## src/rtl/pipe_pkg.sv

```systemverilog
// Shared types and constants for the pipeline hazard controller and MDU sequencer.
// Pure declarations: no logic, no latency, no flow control.
package pipe_pkg;

    typedef enum logic [0:0] {
        IDLE = 1'b0,
        BUSY = 1'b1
    } mdu_state_t;

    localparam logic [4:0] REG_ZERO       = 5'd0;
    localparam int         MDU_CYCLES_DEF = 32;
    localparam int         MDU_CNT_W      = 8;

endpackage

```

## src/rtl/mdu_seq.sv

```systemverilog
// MDU occupancy sequencer: tracks one multiply/divide operation for MDU_CYCLES cycles.
// Busy rises the cycle after Go is sampled and stays high for exactly MDU_CYCLES cycles.
// No backpressure of its own: the caller must not pulse Go while Busy is high.
module mdu_seq
    import pipe_pkg::*;
#(
    parameter int MDU_CYCLES = MDU_CYCLES_DEF
) (
    input  logic Clk,
    input  logic Clrn,
    input  logic Go,
    output logic Busy
);

    localparam logic [MDU_CNT_W-1:0] LOAD_VAL = MDU_CNT_W'(MDU_CYCLES - 1);

    mdu_state_t           r_state;
    logic [MDU_CNT_W-1:0] r_cnt;

    always_ff @(posedge Clk or negedge Clrn) begin
        if (!Clrn) begin
            r_state <= IDLE;
            r_cnt   <= '0;
        end else begin
            case (r_state)
                IDLE: begin
                    if (Go) begin
                        r_state <= BUSY;
                        r_cnt   <= LOAD_VAL;
                    end
                end
                BUSY: begin
                    // Counter reaches zero in the last busy cycle.
                    if (r_cnt == '0) begin
                        r_state <= IDLE;
                    end else begin
                        r_cnt <= r_cnt - 1'b1;
                    end
                end
                default: begin
                    r_state <= IDLE;
                    r_cnt   <= '0;
                end
            endcase
        end
    end

    assign Busy = (r_state == BUSY);

endmodule

```

## src/rtl/pipe_hazard_ctrl.sv

```systemverilog
// Stall/flush scheduler for the 5-stage pipeline: load-use, branch flush and MDU hazards.
// Zero latency: all outputs are combinational from ID/EX fields and the registered MDU state.
// Stalls hold PC and IF/ID and bubble ID/EX; HAZARD_PERF_CNT_EN adds a saturating Stall_Cnt.
module pipe_hazard_ctrl
    import pipe_pkg::*;
#(
    parameter int MDU_CYCLES = MDU_CYCLES_DEF
) (
    input  logic        Clk,
    input  logic        Clrn,
    input  logic [4:0]  ID_Rs,
    input  logic [4:0]  ID_Rt,
    input  logic        ID_UseRs,
    input  logic        ID_UseRt,
    input  logic        ID_UseHiLo,
    input  logic        ID_MduStart,
    input  logic        Branch_Taken,
    input  logic        EX_Wreg,
    input  logic        EX_M2reg,
    input  logic [4:0]  EX_Rd,
    output logic        Wpcir,
    output logic        Bubble,
    output logic        IF_Flush,
    output logic        Mdu_Go,
    output logic        Mdu_Busy
`ifdef HAZARD_PERF_CNT_EN
    ,
    output logic [31:0] Stall_Cnt
`endif
);

    logic w_ld_haz;
    logic w_mdu_haz;
    logic w_stall;
    logic w_mdu_busy;

    assign w_ld_haz = EX_Wreg & EX_M2reg & (EX_Rd != REG_ZERO) &
                      ((ID_UseRs & (ID_Rs == EX_Rd)) | (ID_UseRt & (ID_Rt == EX_Rd)));

    assign w_mdu_haz = w_mdu_busy & (ID_UseHiLo | ID_MduStart);
    assign w_stall   = w_ld_haz | w_mdu_haz;

    // A stalled branch is dropped here and re-resolved when ID finally advances.
    assign Wpcir    = ~w_stall;
    assign Bubble   = w_stall;
    assign IF_Flush = Branch_Taken & ~w_stall;
    assign Mdu_Go   = ID_MduStart & ~w_stall;
    assign Mdu_Busy = w_mdu_busy;

    mdu_seq #(
        .MDU_CYCLES (MDU_CYCLES)
    ) u_mdu_seq (
        .Clk  (Clk),
        .Clrn (Clrn),
        .Go   (Mdu_Go),
        .Busy (w_mdu_busy)
    );

`ifdef HAZARD_PERF_CNT_EN
    logic [31:0] r_stall_cnt;

    always_ff @(posedge Clk or negedge Clrn) begin
        if (!Clrn) begin
            r_stall_cnt <= '0;
        end else if (w_stall && (r_stall_cnt != 32'hFFFF_FFFF)) begin
            r_stall_cnt <= r_stall_cnt + 32'd1;
        end
    end

    assign Stall_Cnt = r_stall_cnt;
`endif

endmodule

```

## config.mk

```make
export PLATFORM = sky130hd
export DESIGN_NAME = pipe_hazard_ctrl
export DESIGN_NICKNAME = d
export VERILOG_FILES = /design/src/rtl/pipe_pkg.sv /design/src/rtl/mdu_seq.sv /design/src/rtl/pipe_hazard_ctrl.sv
export SDC_FILE = /design/constraint.sdc
export NUM_CORES = 1
export LEC_CHECK = 0
export CAP_MARGIN = 30
export CORE_ASPECT_RATIO = 0.9
export CORE_MARGIN = 8
export CORE_UTILIZATION = 43
export CTS_CLUSTER_DIAMETER = 100
export DETAILED_ROUTE_END_ITERATION = 6
export PLACE_DENSITY = 0.81
export RECOVER_POWER = 50
export SYNTH_ARGS = -nofsm -noshare
export SYNTH_HDL_FRONTEND = slang
export SYNTH_SLANG_ARGS = --single-unit
```

## constraint.sdc

```tcl
create_clock -name Clk -period 5.31 [get_ports Clk]
set_input_delay 1.3275 -clock Clk [delete_from_list [all_inputs] [get_ports Clk]]
set_output_delay 1.3275 -clock Clk [all_outputs]
set_load 0.01 [all_outputs]
```

==> impl_metrics.csv <==
group,metric,value,unit
outcome,status,"complete, no violations",
power_and_ir_drop,p_per_area,354,nW/µm²
finish,num-fill-cells,124,
logic_synthesis,yosysWarnings,0,
timing,maxSlewViolCount,0,
logic_synthesis,netlist_area,661,µm²
floorplan,die_area,3050,µm²
power_and_ir_drop,max-vdd-ir-drop,0.280,mV
logic_synthesis,ys_seq_area_share,34.1,%
routing,via_per_inst,5.35,
floorplan,die_x,57.3,µm
logic_synthesis,synthMuxAreaShare,0,%
routing,first_pass_iters,4,
routing,drcViolationCount,0,
cts,clk_pin_slew_worst_paths,0.06,ns
timing,max-slew-margin-rel,72.7,%
floorplan,start_util,45.6,%
timing,finalCritPeriodShare,90.3,%
setup_path,critical_path.max_fanout,4,
floorplan,fp.dieH,53.2,µm
floorplan,core-area,1450,µm²
cts,cts_buffers,3,
setup_path,cpLargestDelayFamily,"buffers and inverters",
floorplan,row_count,13,
routing,routedWlPerCell,14.4,µm
setup_path,crit_slowest_cell,"dlygate4sd3_1",
cts,cts_resized,0,
finish,num_antenna_cells,0,
finish,finalInstanceArea,986,µm²
logic_synthesis,ys.flop_type,"dfrtp_1",
timing,fin_skew,0.00293,ns
cts,root_buffer,"clkbuf_4",
finish,drive_gt1_share,7.48,%
power_and_ir_drop,p_leak,0.000385,µW
logic_synthesis,yosys.area_share.xor_xnor,14.6,%
timing,setup_viol,0,
logic_synthesis,synth-seq-cells,9,
placement,hpwl,1530,µm
cts,clk_latency,0.25,ns
setup_path,worstPathCellList,"dlygate4sd3_1 > xnor2_1 > nand4_1 > o22ai_1 > nand2_1 > and3_1 > clkdlybuf4s50_1",
global_route,grt_pass1_vias,580,
setup_path,critPathBufInv,2,
global_route,grt.total_usage,11.5,%
setup_path,cp-start-kind,"input pin",
global_route,grt_first_pass_wirelength,2730,µm
placement,portBuffers,28,
logic_synthesis,ys_types,28,
finish,seq_area,225,µm²
setup_path,critical-path-max-stage-delay,0.60,ns
floorplan,ios,29,
logic_synthesis,synth_compound_area_share,18.6,%
setup_path,cp.arrival,3.47,ns
finish,finalNonFillerCells,122,
timing,timing.final.crit_period,4.80,ns
timing,rsz0062_at_grt,"false",
cts,cts_setup_buffers,0,
cts,clk_path_buf_depth,2,
logic_synthesis,synth_fp_nets,101,
finish,area_delta_synth_final,49.2,%
logic_synthesis,synthTopCellsByCount,"11 x nand2_1, 11 x xnor2_1, 9 x dfrtp_1, 8 x nor2_1, 3 x nand3_1",
global_route,grt_max_degree,10,
cts,clock_sinks,9,
run,drv_cap,0,
logic_synthesis,synth_top_family_by_area,"simple AND/OR/NAND/NOR gates",
placement,place_ws,0.598,ns
logic_synthesis,synthAdderAreaFrac,3.79,%
placement,gp_congestion,0.831,
setup_path,path_class,"input pin to primary output",
finish,multi_input_area,428,µm²
timing,worst_slack,0.513,ns
global_route,overflow,0,
logic_synthesis,synth-async-reset-ratio,100,%
routing,drtAntennaViolNets,0,
timing,hold_violations,0,
logic_synthesis,yosysTopAreaCell,"dfrtp_1",
cts,cts_tree,"built",
setup_path,crit_path_end_kind,"primary output",
cts,cts_hold_buf,0,
logic_synthesis,synth.top_cell.area_share,34.1,%
timing,tightest_slew,0.409,ns
logic_synthesis,synth_edf_count,0,
hold_path,worstHoldPathType,"register to register",
power_and_ir_drop,p_total,349,µW
logic_synthesis,synth-simple-area-share,27.8,%
timing,max_freq,208,MHz
routing,routed_wl,1760,µm
logic_synthesis,synth.avg_cell_area,8.81,µm²
routing,drt-initial-drc-count,17,
setup_path,critical_path_required,3.98,ns
routing,vias,653,
placement,place_inst,118,
finish,final_nets,134,
timing,finalSetupTns,0,ns
global_route,antenna_found_initial,0,
cts,cts_max_level,1,
logic_synthesis,synth_cells,75,
placement,placed_area,960,µm²
logic_synthesis,ys_top_cells_by_area,"dfrtp_1 34%, xnor2_1 15%, nand2_1 6.3%",
[cell type report]
cell class,instances,share of cell area (%)
Tap cell,15,1.90
Multi-Input combinational cell,64,43.4
Timing Repair Buffer,28,28.4
Inverter,2,0.761
Sequential cell,9,22.8
Clock buffer,4,2.66
[cells in the final DEF (no fill, tap or decap), types with 3 or more instances in the layout]
cell / count
nor2_1: 8
dfrtp_1: 9
nand2_1: 11
xnor2_1: 11
nand3_1: 3
clkbuf_4: 3
dlygate4sd3_1: 3
clkdlybuf4s50_1: 25
[layer usage]
layer | global-route usage [%] | wire (µm) | vias to the layer above
li1 | - | - | 331
met1 | 12.9 | 684 | 302
met2 | 19.9 | 948 | 18
met3 | 4.35 | 99 | 2
met4 | 3.73 | 24 | 0
met5 | 0 | 0 | -
[path summary, 6_finish.rpt]
kind	start	to	slack, ns	cells past startpoint
worst max-delay path	EX_Rd[4]	IF_Flush	0.51	7
worst min-delay path	u_mdu_seq.r_cnt[1]	u_mdu_seq.r_cnt[1]	0.56	1
worst max register to register	u_mdu_seq.r_cnt[0]	u_mdu_seq.r_cnt[0]	3.66	5
worst min register to register	u_mdu_seq.r_cnt[1]	u_mdu_seq.r_cnt[1]	0.56	1
max in group asynchronous	Clrn	u_mdu_seq.r_cnt[4]	3.59	1
min in group asynchronous	Clrn	u_mdu_seq.r_cnt[0]	1.44	1
[registers in the layout (all words and copies together), names as in the netlist]
signal and count:
u_mdu_seq.r_cnt 8, u_mdu_seq.Busy 1
[where the power goes]
group	leakage, µW	switching, µW	internal [µW]
logic	0.000263	73.5	91.7
registers	0.000106	35.8	98.7
clock network	0.0000150	21.0	28.8
[per-stage QoR]
| step | util, % | hold slack (ns) |
|---|---|---|
| 2_1_floorplan | - | 0.504 |
| 3_3_place_gp | 66.3 | 0.545 |
| 3_5_place_dp | 66.3 | 0.547 |
| 4_1_cts | 68.1 | 0.559 |
| 5_1_grt | 68.1 | 0.583 |
| 6_report | 68.1 | 0.562 |
[cells by family (layout without fill, tap and decap cells)]
group           after synthesis  count (layout)
simple gates                 37              37
compound gates               14              14
xor+xnor                     11              11
flops                         9               9
fa+ha+maj                     2               2
buf+inv                       2              34
No activity file was read; power rests on OpenSTA's default activity.
